File: src/rtl/serial_bit_feeder_if.sv
// Handshake and serial-output bundle between an upstream word source and the
// bit feeder that drives the pattern detector's x input.
interface serial_bit_feeder_if #(
    parameter int WIDTH = 8
);
    logic             load_valid;
    logic [WIDTH-1:0] load_data;
    logic             load_ready;
    logic             x_out;
    logic             x_valid;
    logic             last_bit;

    modport master (
        output load_valid,
        output load_data,
        input  load_ready,
        input  x_out,
        input  x_valid,
        input  last_bit
    );

    modport slave (
        input  load_valid,
        input  load_data,
        output load_ready,
        output x_out,
        output x_valid,
        output last_bit
    );
endinterface

File: src/rtl/serial_bit_feeder.sv
// Parallel-to-serial front end for the serial pattern detector: loads WIDTH-bit
// words over valid/ready and emits them one bit per clock with zero inter-word gap.
module serial_bit_feeder #(
    parameter int WIDTH     = 8,
    parameter bit MSB_FIRST = 1'b1,
    parameter bit IDLE_BIT  = 1'b0
) (
    input  logic                CLK,
    input  logic                RESET,
    serial_bit_feeder_if.slave  bus
);

    localparam int             CW       = $clog2(WIDTH + 1);
    localparam logic [CW-1:0]  CNT_FULL = CW'(WIDTH);
    localparam logic [CW-1:0]  CNT_ONE  = CW'(1);
    localparam logic [CW-1:0]  CNT_ZERO = '0;

    logic [WIDTH-1:0] shreg;
    logic [WIDTH-1:0] shreg_next;
    logic [CW-1:0]    cnt;
    logic [CW-1:0]    cnt_next;
    logic             x_out_q;
    logic             x_out_next;
    logic             x_valid_q;
    logic             x_valid_next;
    logic             load_ready_w;
    logic             accept;
    logic             load_first_bit;
    logic [WIDTH-1:0] load_rest;
    logic             shift_bit;
    logic [WIDTH-1:0] shift_rest;

    // Ready while idle or while the last bit of the current word is on x_out,
    // which is what lets a new word follow without a gap.
    assign load_ready_w = !RESET && ((cnt == CNT_ZERO) || (cnt == CNT_ONE));
    assign accept       = bus.load_valid && load_ready_w;

    always_comb begin
        load_first_bit = 1'b0;
        load_rest      = '0;
        shift_bit      = 1'b0;
        shift_rest     = '0;
        if (MSB_FIRST) begin
            load_first_bit = bus.load_data[WIDTH-1];
            load_rest      = {bus.load_data[WIDTH-2:0], 1'b0};
            shift_bit      = shreg[WIDTH-1];
            shift_rest     = {shreg[WIDTH-2:0], 1'b0};
        end else begin
            load_first_bit = bus.load_data[0];
            load_rest      = {1'b0, bus.load_data[WIDTH-1:1]};
            shift_bit      = shreg[0];
            shift_rest     = {1'b0, shreg[WIDTH-1:1]};
        end
    end

    always_comb begin
        shreg_next   = shreg;
        cnt_next     = cnt;
        x_out_next   = x_out_q;
        x_valid_next = x_valid_q;
        if (accept) begin
            x_out_next   = load_first_bit;
            shreg_next   = load_rest;
            cnt_next     = CNT_FULL;
            x_valid_next = 1'b1;
        end else if (cnt > CNT_ONE) begin
            x_out_next   = shift_bit;
            shreg_next   = shift_rest;
            cnt_next     = cnt - CNT_ONE;
        end else if (cnt == CNT_ONE) begin
            x_out_next   = IDLE_BIT;
            x_valid_next = 1'b0;
            cnt_next     = CNT_ZERO;
        end
    end

    // Reset drops any word in flight outright.
    always_ff @(posedge CLK) begin
        if (RESET) begin
            shreg     <= '0;
            cnt       <= CNT_ZERO;
            x_out_q   <= IDLE_BIT;
            x_valid_q <= 1'b0;
        end else begin
            shreg     <= shreg_next;
            cnt       <= cnt_next;
            x_out_q   <= x_out_next;
            x_valid_q <= x_valid_next;
        end
    end

    assign bus.load_ready = load_ready_w;
    assign bus.x_out      = x_out_q;
    assign bus.x_valid    = x_valid_q;
    assign bus.last_bit   = x_valid_q && (cnt == CNT_ONE);

endmodule

File: src/flat_wrapper.sv
// flat-port wrapper written by rule: the top's interface ports become plain ports
module serial_bit_feeder_flat 
#(
    parameter int WIDTH     = 8,
    parameter bit MSB_FIRST = 1'b1,
    parameter bit IDLE_BIT  = 1'b0
)
  (CLK, RESET, bus_load_valid, bus_load_data, bus_load_ready, bus_x_out, bus_x_valid, bus_last_bit);
  serial_bit_feeder_if #(.WIDTH(WIDTH)) bus_i ();
  input  logic CLK;
  input  logic RESET;
  input wire logic [$bits(bus_i.load_valid)-1:0] bus_load_valid;
  input wire logic [$bits(bus_i.load_data)-1:0] bus_load_data;
  output wire logic [$bits(bus_i.load_ready)-1:0] bus_load_ready;
  output wire logic [$bits(bus_i.x_out)-1:0] bus_x_out;
  output wire logic [$bits(bus_i.x_valid)-1:0] bus_x_valid;
  output wire logic [$bits(bus_i.last_bit)-1:0] bus_last_bit;
  assign bus_i.load_valid = bus_load_valid;
  assign bus_i.load_data = bus_load_data;
  assign bus_load_ready = bus_i.load_ready;
  assign bus_x_out = bus_i.x_out;
  assign bus_x_valid = bus_i.x_valid;
  assign bus_last_bit = bus_i.last_bit;
  serial_bit_feeder #(.WIDTH(WIDTH), .MSB_FIRST(MSB_FIRST), .IDLE_BIT(IDLE_BIT)) u_core (.CLK(CLK), .RESET(RESET), .bus(bus_i));
endmodule
File: config.mk
export PLATFORM = sky130hd
export DESIGN_NAME = serial_bit_feeder_flat
export DESIGN_NICKNAME = d
export VERILOG_FILES = /design/src/rtl/serial_bit_feeder_if.sv /design/src/rtl/serial_bit_feeder.sv /design/src/flat_wrapper.sv
export SDC_FILE = /design/constraint.sdc
export NUM_CORES = 1
export LEC_CHECK = 0
export CAP_MARGIN = 30
export CORE_MARGIN = 3
export CORE_UTILIZATION = 51
export CTS_BUF_LIST = sky130_fd_sc_hd__clkbuf_4 sky130_fd_sc_hd__clkbuf_8
export DETAILED_ROUTE_END_ITERATION = 6
export GPL_TIMING_DRIVEN = 0
export PLACE_DENSITY = 0.8
export SYNTH_ARGS = -nofsm -noshare
export SYNTH_HDL_FRONTEND = slang
export SYNTH_SLANG_ARGS = --single-unit
File: constraint.sdc
create_clock -name CLK -period 1.78 [get_ports CLK]
set_input_delay 0.178 -clock CLK [delete_from_list [all_inputs] [get_ports CLK]]
set_output_delay 0.178 -clock CLK [all_outputs]
set_load 0.1 [all_outputs]
* Yosys cells after proc, flatten, opt, wreduce, memory -nomap -nowiden
Cells that the tools add are included.
** Word-level totals
- Bits in registers :: 13
- Input port bits :: 11
- Logic and storage cells :: 31
** Operators by class
- Add/subtract/negate cells :: 1
- Magnitude comparators :: 1
- Equal/unequal tests :: 2
- Muxes and demuxes :: 10
- Reduce and logical (&&, ||, !) cells :: 12
** Operators with widths (count)
- two-way mux 8 bit :: 2
- two-way mux 4 bit :: 3
- nonzero test 2 bit :: 3
- two-way mux 1 bit :: 5
- == test 4 x 1 -> 1 bit (second input constant) :: 1
- > comparator 4 x 1 -> 1 bit (second input constant) :: 1
- zero test 4 bit :: 1
- subtractor 4 x 1 -> 4 bit (second input constant) :: 1
- logical AND 1 bit :: 3
- nonzero test 3 bit :: 1
- inequality test 2 x 1 -> 1 bit (second input constant) :: 1
- AND reduction 2 bit :: 1
- OR reduction 2 bit :: 1
- zero test 1 bit :: 1
- logical OR 1 bit :: 1

* Longest topological paths before layout
Gate-level depths: netlist of run 1.
- Word-level depth :: 6
- Depth in mapped cells :: 8
- Depth with buffers taken out :: 6

* Worst setup path before layout of run 1
No wires, ideal clock.
- Kind :: register -> output
- Start :: register u_core.cnt[1]
- End :: output bus_load_ready
- Arrival :: 3.577 ns
- Slack :: -1.975 ns
- Stages on the path, launching flop included :: 6
- Path buffers :: 1
- Cell sequence :: dfxtp_1 > inv_1 > ha_1 > buf_2 > nor2_1 > nor4_1
** Between the ends
- Longest elaborated chain between the ends :: 3
** Ends and longest elaborated chain
- from (decl) :: line serial_bit_feeder.sv:20 : logic [CW-1:0] cnt;
- from (signal assigned) :: line serial_bit_feeder.sv:86 : cnt <= cnt_next;
- == test 4 x 1 -> 1 bit or zero test 4 bit (tied branches) :: line serial_bit_feeder.sv:35 : assign load_ready_w = !RESET && ((cnt == CNT_ZERO) || (cnt == CNT_ONE));
- logical OR 1 bit (*) :: line serial_bit_feeder.sv:35
- logical AND 1 bit (*) :: line serial_bit_feeder.sv:35
- to (decl) :: line flat_wrapper.sv:14 : output wire logic [$bits(bus_i.load_ready)-1:0] bus_load_ready;
Every way passes the cells marked *; elsewhere a longest branch is shown, timed or not.

* Final worst setup path of run 1
- Start :: register u_core.cnt[1]
- End :: register u_core.shreg[7]
** Between the ends
- Longest elaborated chain between the ends :: 5
** Ends and longest elaborated chain
- == test 4 x 1 -> 1 bit or zero test 4 bit (tied branches) :: line serial_bit_feeder.sv:35
- logical OR 1 bit :: line serial_bit_feeder.sv:35
- logical AND 1 bit :: line serial_bit_feeder.sv:35
- logical AND 1 bit :: line serial_bit_feeder.sv:36 : assign accept = bus.load_valid && load_ready_w;
- two-way mux 8 bit or nonzero test 2 bit (tied branches)
- to (signal assigned) :: line serial_bit_feeder.sv:85 : shreg <= shreg_next;
- to (decl) :: line serial_bit_feeder.sv:18 : logic [WIDTH-1:0] shreg;
Parallel ways exist; a longest one is shown, timed or not.
A chain may end at the register's enable or synchronous reset.

==> run_results.csv, run 1 <==
group,metric,value,unit
clock_tree,cts.sinks,13,
yosys,syn_area_per_cell,9.03,um2
power_and_ir_drop,leakage,0.350,nW
yosys,ys.warnings.count,0,
power_and_ir_drop,ir_drop,1.29,mV
final_layout,nets,111,
yosys,synth_most_common_cell,"dfxtp_1",
sta,fin_crit_sh,92.4,%
placement,dp_slack,-0.819,ns
power_and_ir_drop,power.density,1780,nW/um2
yosys,synth_top_family_by_area,"compound AO/OA/AOI/OAI gates",
placement,dp.cells,106,
worst_setup_path,reg2regPathDepth,8,
grt,grt_use_met2,26.5,%
sta,slew_violations,0,
power_and_ir_drop,power_switching,0.000802,W
hold_path,worstHoldStart,"bus_load_data[0]",
floorplan,num_rows,12,
sta,worst_pin_slew,0.953,ns
yosys,synthMuxAreaShare,1.60,%
worst_setup_path,cp_slowest_cell,"dfxtp_1",
clock_tree,cts_made_buffers,3,
placement,port-buffer-count,14,
yosys,synth_edf_count,0,
grt,grt_max_degree,11,
drt,firstDrtPassIters,5,
final_layout,drive_above_1_share,29.2,%
power_and_ir_drop,internal_power,0.000838,W
hold_path,hp-class,"in2reg",
grt,grt_pass1_wl,2320,um
worst_setup_path,crit_type,"reg2reg",
hold_path,hold_end,"u_core.shreg[1]$_SDFFE_PP0P_",
yosys,synth_compound_area_share,29.7,%
floorplan,initial_utilization,58.6,%
power_and_ir_drop,power,0.00164,W
grt,grt.busiest_layer,"met2",
final_layout,syn_to_final_growth,30.9,%
clock_tree,cts_tree,"yes",
yosys,yosys-top-cells-area,"dfxtp_1, a211oi_2, ha_1",
power_and_ir_drop,p_clk_share,11.7,%
yosys,synth.net_count,92,
yosys,yosysSeqAreaShare,36.9,%
worst_setup_path,endpoint_kind,"flop",
grt,grt-ovfl-total,0,
yosys,ys_top_cells_by_count,"dfxtp_1, nand2_1, nor2_1",
sta,relSlewSlack,36.7,%
worst_setup_path,worstSetupStartpointType,"flop",
sta,finalSetupViolCount,0,
worst_setup_path,critPathRequiredTime,1.93,ns
worst_setup_path,crit_fanout,9,
floorplan,design.core.area,1200,um2
clock_tree,htreeDepth,1,
clock_tree,cts_hold_buf,0,
final_layout,fin_cells,110,
sta,max_freq,608,MHz
yosys,synth_top_area_cell,"dfxtp_1",
clock_tree,insertion_delay,0.27,ns
yosys,netlist_instances,78,
yosys,async_flop_share,0,%
yosys,synthSimpleGateAreaFrac,19.5,%
yosys,ys_ff_latch,13,
grt,grt_util_met1,20.3,%
floorplan,fp.dieW,43.2,um
sta,fin_ws,0.135,ns
grt,antenna_found_initial,0,
sta,finalHoldViolCount,0,
yosys,netlist.area_leader.share,36.9,%
grt,grt_pass1_vias,549,
power_and_ir_drop,pwr-share-comb,59.3,%
hold_path,hold_depth,3,
worst_setup_path,r2r_slack,0.14,ns
status,status,"finished, final reports clean",
grt,met3_usage,3.81,%
yosys,synth-xor-area-share,1.24,%
yosys,synthAdderAreaFrac,5.33,%
drt,vias_per_cell,5.58,
drt,num_vias,614,
floorplan,die_h,43.2,um
drt,postRouteAntennaNets,0,
final_layout,diodes,0,
sta,grt_setup_unrepaired,"no",
sta,clock_skew,0.000843,ns
worst_setup_path,critPathMaxStageDelay,0.35,ns
clock_tree,clkTransAtPathRegs,0.08,ns
worst_setup_path,r2r_end,"u_core.shreg[7]$_SDFFE_PP0P_",
worst_setup_path,critPathArrivalTime,1.80,ns
floorplan,die-area,1860,um2
yosys,ys.flop_type,"dfxtp_1",
worst_setup_path,r2r_start,"u_core.cnt[1]$_SDFFE_PP0P_",
floorplan,io_pins,15,
power_and_ir_drop,seqPwrFrac,28.9,%
sta,holdWs,0.457,ns
drt,wire_per_inst,12.7,um
yosys,netlist_area,704,um2
worst_setup_path,crit_chain,"inv_1 > ha_1 > buf_4 > nor2_4 > and4bb_1 > buf_6 > a21oi_1 > a211oi_2",
clock_tree,cts_root_buf,"clkbuf_4",
drt,drc,0,
grt,grt_usage,16.4,%
job,maxCapViolCount,0,
drt,drt_first_iter_violations,13,
sta,period_minus_slack,1.64,ns
clock_tree,clk_path_buf_depth,2,
yosys,ys_types,31,
placement,routabilityCongestion,0.714,
power_and_ir_drop,sw_frac_of_total,48.9,%
placement,hpwl,1040,um
drt,wirelength,1400,um
[layout by cell type, fill, tap and decap left out]
cell	instances
clkbuf_4	4
clkbuf_1	1
dlygate4sd2_1	2
o21ai_0	1
inv_1	3
a21oi_2	1
ha_1	3
o22ai_1	1
nand4b_1	1
and3_1	1
dfxtp_2	2
and3_2	1
a211oi_2	7
nand3_1	1
nor2_4	2
o31ai_1	1
nand2_1	10
a31oi_1	1
buf_2	2
o2111a_1	1
dfxtp_1	11
buf_6	3
nor2_1	9
a31o_2	1
o21ai_4	1
buf_4	1
and4bb_1	1
o2111ai_1	1
clkdlybuf4s50_1	10
a21oi_1	7
xnor2_1	1
nor3_1	1
nor4_4	1
o21a_2	1
mux2_2	1
[metrics by stage]
step,util (%),setup TNS (ns),cell area [um2]
finish,76.8,0,922
global route,76.8,0,922
CTS,75.4,0,906
detailed placement,73.1,-1.28,878
global placement,73.1,-1.27,878
floorplan,-,-0.155,721
[what timing repair did]
item | 4_1_cts | 5_1_grt
gates resized for setup | 16 | 7
buffers inserted | 0 | 0
hold endpoints to repair | 0 | 0
setup endpoints to repair | 4 | 10
[cell families after synthesis]
group	Yosys count
simple gates	28
mux	1
compound gates	24
flops	13
buf+inv	8
xor+xnor	1
fa+ha+maj	3
[registers in the layout (all words and copies together) (netlist names)]
register            flops
u_core.cnt              4
u_core.bus.x_out        1
u_core.shreg            7
u_core.bus.x_valid      1
[worst max path at each step]
stage	from	end	slack, ns
floorplan	u_core.cnt[1]$_SDFFE_PP0P_	bus_load_ready	-0.15
global placement	RESET	bus_load_ready	-0.82
detailed placement	RESET	bus_load_ready	-0.82
CTS	u_core.cnt[1]$_SDFFE_PP0P_	u_core.shreg[7]$_SDFFE_PP0P_	0.03
global route	u_core.cnt[1]$_SDFFE_PP0P_	u_core.shreg[7]$_SDFFE_PP0P_	0.007
finish	u_core.cnt[1]$_SDFFE_PP0P_	u_core.shreg[7]$_SDFFE_PP0P_	0.14
[per-layer routing]
layer	part of all wire, %	wire length [um]
met5	0	0
met4	1.8	25
met3	3.0	42
met2	50	697
met1	45	636
[power groups by stage]
stage               combinational [W]  sequential, W  clock [W]
floorplan                    0.000637       0.000596          0
global placement             0.000934       0.000477          0
CTS                          0.000945       0.000474   0.000201
detailed placement           0.000951       0.000482          0
global route                  0.00105       0.000486   0.000218
finish                       0.000973       0.000475   0.000193
[critical path: cells and delay by family, from the launching register on]
family,cells,cell delay [ns]
flops,1,0.35
buf+inv,3,0.39
compound gates,2,0.23
fa+ha+maj,1,0.18
simple gates,2,0.37
[area by class of cell]
class | count | area [um2]
Clock buffer | 4 | 30.0
Multi-Input combinational cell | 57 | 428
Sequential cell | 13 | 263
Buffer | 5 | 32.5
Fill cell | 84 | 279
Tap cell | 14 | 17.5
Timing Repair Buffer | 14 | 140
Inverter | 3 | 11.3
(Power assumes the default switching activity.)
==> run 2: changes to the inputs <==
--- a/config.mk
+++ b/config.mk
@@ -5,7 +5,8 @@
 export SDC_FILE = /design/constraint.sdc
 export NUM_CORES = 1
 export LEC_CHECK = 0
-export CAP_MARGIN = 30
+export ABC_AREA = 1
+export CAP_MARGIN = 5
 export CORE_MARGIN = 3
 export CORE_UTILIZATION = 51
 export CTS_BUF_LIST = sky130_fd_sc_hd__clkbuf_4 sky130_fd_sc_hd__clkbuf_8
==> run 2 against run 1 <==
  * Power is 5.2% higher
  * Clock power grew 5%
  * Non-clock buffer count decreased by 2
  * Register-to-register slack got worse by 0.09 ns
  * Global-route usage increased by 2.7 points
  * Die area rose by 1.7%
  * Worst hold slack lost 0.15 ns
  * Wire length rose by 14%
  * Clock-buffer cell count did not move
  * Area after synthesis grew 2.0%
  * Critical path type is now reg2out
  * Largest cell class unchanged
==> run_results.csv, run 2 <==
group,metric,value,unit
status,status,"finished, final reports clean",
grt,grt_pass1_vias,675,
drt,postRouteAntennaNets,0,
worst_setup_path,path_buf_inv,3,
drt,wirelength,1600,um
sta,slew_violations,0,
yosys,netlist.area_leader.share,36.2,%
yosys,yosysSeqAreaShare,36.2,%
final_layout,regMostFlops,"u_core.shreg",
final_layout,final_util,75.4,%
drt,routed.top_layer,"met4",
worst_setup_path,critPathMaxStageDelay,0.31,ns
floorplan,fp.dieW,43.5,um
drt,drc,0,
drt,dr_wl_met3,104,um
worst_setup_path,crit_start,"u_core.cnt[1]$_SDFFE_PP0P_",
placement,dp_slack,-0.788,ns
grt,grt_usage,19.1,%
yosys,async_flop_share,0,%
drt,drt_first_iter_violations,37,
floorplan,design.core.area,1220,um2
floorplan,io_pins,15,
worst_setup_path,crit_fanout,5,
final_layout,largest_reg_flops,7,
clock_tree,clk_path_buf_depth,2,
grt,grt-ovfl-total,0,
worst_setup_path,cp_slowest_cell,"dfxtp_1",
sta,fin_ws,0.0395,ns
worst_setup_path,cp.depth,7,
drt,firstDrtPassIters,4,
clock_tree,clkTransAtPathRegs,0.08,ns
power_and_ir_drop,leakage,0.444,nW
power_and_ir_drop,power_switching,0.000887,W
final_layout,diodes,0,
yosys,netlist_area,718,um2
power_and_ir_drop,pwr-share-comb,63.2,%
power_and_ir_drop,internal_power,0.000839,W
yosys,ys_top_cells_by_count,"nand3_1, inv_1, dfxtp_1",
sta,clock_skew,0.000993,ns
yosys,synth_most_common_cell,"nand3_1",
clock_tree,htreeDepth,1,
hold_path,hold_depth,3,
yosys,synth_edf_count,0,
grt,grt_max_degree,11,
power_and_ir_drop,power.density,1880,nW/um2
sta,holdWs,0.311,ns
sta,worst_pin_slew,0.954,ns
final_layout,syn_to_final_growth,27.7,%
worst_setup_path,crit_path_end,"bus_load_ready",
yosys,synth.net_count,110,
power_and_ir_drop,sw_frac_of_total,51.4,%
yosys,yosys-top-cells-area,"dfxtp_1, nand3_1, inv_1",
worst_setup_path,worstSetupStartpointType,"flop",
drt,num_vias,689,
sta,finalHoldViolCount,0,
clock_tree,cts.sinks,13,
floorplan,die_h,43.5,um
worst_setup_path,path_delay_family,"simple AND/OR/NAND/NOR gates",
final_layout,top_regs,"u_core.shreg: 7 flops, u_core.cnt: 4 flops",
clock_tree,cts_root_buf,"clkbuf_4",
worst_setup_path,crit_chain,"inv_2 > ha_2 > inv_1 > nand2_2 > nand2_1 > nor2_4 > buf_12",
sta,relSlewSlack,36.7,%
hold_path,hp-class,"in2reg",
yosys,ys.flop_type,"dfxtp_1",
placement,port-buffer-count,13,
worst_setup_path,critPathArrivalTime,1.56,ns
worst_setup_path,r2r_slack,0.05,ns
worst_setup_path,r2r_start,"u_core.cnt[0]$_SDFFE_PP0P_",
final_layout,mostFrequentLayoutCells,"nand3_1, inv_1, nand2_1, dfxtp_1, clkdlybuf4s50_1",
final_layout,drive_above_1_share,19.1,%
sta,tns,0,ns
drt,wl_met2,731,um
worst_setup_path,r2r_end,"u_core.shreg[7]$_SDFFE_PP0P_",
placement,routabilityCongestion,0.743,
worst_setup_path,critPathRequiredTime,1.60,ns
grt,antenna_found_initial,0,
power_and_ir_drop,seqPwrFrac,25.0,%
sta,period_minus_slack,1.74,ns
yosys,syn_area_per_cell,7.48,um2
drt,vias_per_cell,5.34,
grt,grt_pass1_wl,2820,um
sta,fin_crit_sh,97.8,%
floorplan,initial_utilization,59.1,%
clock_tree,cts_tree,"yes",
floorplan,num_rows,12,
clock_tree,cts_made_buffers,3,
job,maxCapViolCount,0,
yosys,synth_top_area_cell,"dfxtp_1",
worst_setup_path,endpoint_kind,"primary output",
worst_setup_path,crit_type,"reg2out",
sta,finalSetupViolCount,0,
final_layout,final_common_cell,"nand3_1",
yosys,ys_ff_latch,13,
final_layout,nets,130,
drt,wire_per_inst,12.4,um
placement,postPlaceCellArea,867,um2
clock_tree,insertion_delay,0.27,ns
drt,wl_met1,744,um
worst_setup_path,reg2regPathDepth,8,
power_and_ir_drop,ir_drop,1.19,mV
yosys,netlist_instances,96,
placement,hpwl,1140,um
sta,grt_setup_unrepaired,"yes",
yosys,ys.warnings.count,0,
floorplan,die-area,1890,um2
power_and_ir_drop,p_clk_share,11.8,%
final_layout,final_area,917,um2
sta,max_freq,575,MHz
yosys,ys_types,22,
## run 2: through the flow
step	std cells	total power, W
5_1_grt	129	0.00187
3_3_place_gp	123	0.00143
3_5_place_dp	123	0.00146
6_report	129	0.00173
2_1_floorplan	96	0.00124
4_1_cts	127	0.00167
## run 2: final cells by class
cell class | instances | area [um2]
Buffer | 2 | 16.3
Clock buffer | 4 | 30.0
Fill cell | 100 | 299
Inverter | 16 | 60.1
Multi-Input combinational cell | 65 | 384
Sequential cell | 13 | 262
Tap cell | 14 | 17.5
Timing Repair Buffer | 15 | 148
## run 2: worst reg2reg max path, stage by stage, from the launching register on
cell and delay [ns]:
dfxtp_1 0.37, inv_1 0.10, ha_1 0.27, o21ai_2 0.38, inv_2 0.20, nand3_1 0.14
nand3_1 0.08, nand2_1 0.07, inv_1 0.04
## run 2: cell families after synthesis
group                      count (synthesis)  share of synthesized area [%]
and+or+nand+nor                           51                           38.5
adders and majority gates                  3                           5.23
AOI/OAI and AO/OA                          9                           6.97
buffers and inverters                     18                           10.6
xor gates and xnor gates                   2                           2.44
DFF                                       13                           36.2
## run 2: power by group through the flow
stage | clock network (W) | logic [W] | registers, W
2_1_floorplan | 0 | 0.000740 | 0.000500
5_1_grt | 0.000220 | 0.00121 | 0.000442
3_5_place_dp | 0 | 0.00102 | 0.000437
4_1_cts | 0.000208 | 0.00104 | 0.000429
6_report | 0.000203 | 0.00109 | 0.000431
3_3_place_gp | 0 | 0.00100 | 0.000432
## run 2: per-layer routing
layer  vias to the layer above  track usage, %
met5                         -               0
met4                         0            6.63
met3                         4            3.73
met2                        25            30.4
met1                       301            25.6
li1                        359               -
## run 2: worst min-delay path by stage
stage | start | to | slack [ns]
final | bus_load_valid | u_core.shreg[1]$_SDFFE_PP0P_ | 0.31
after global routing | bus_load_valid | u_core.shreg[1]$_SDFFE_PP0P_ | 0.32
after CTS | bus_load_valid | u_core.shreg[1]$_SDFFE_PP0P_ | 0.30
after detailed placement | u_core.shreg[1]$_SDFFE_PP0P_ | u_core.shreg[1]$_SDFFE_PP0P_ | 0.48
after global placement | u_core.shreg[1]$_SDFFE_PP0P_ | u_core.shreg[1]$_SDFFE_PP0P_ | 0.47
after floorplan | RESET | u_core.bus.x_valid$_SDFFE_PP0P_ | 0.24
## run 2: repair_timing
item                       4_1_cts  5_1_grt
gates resized for setup         15        3
hold buffers                     0        0
setup endpoints to repair        4       10
setup buffers                    0        2
pin swaps                        0        1
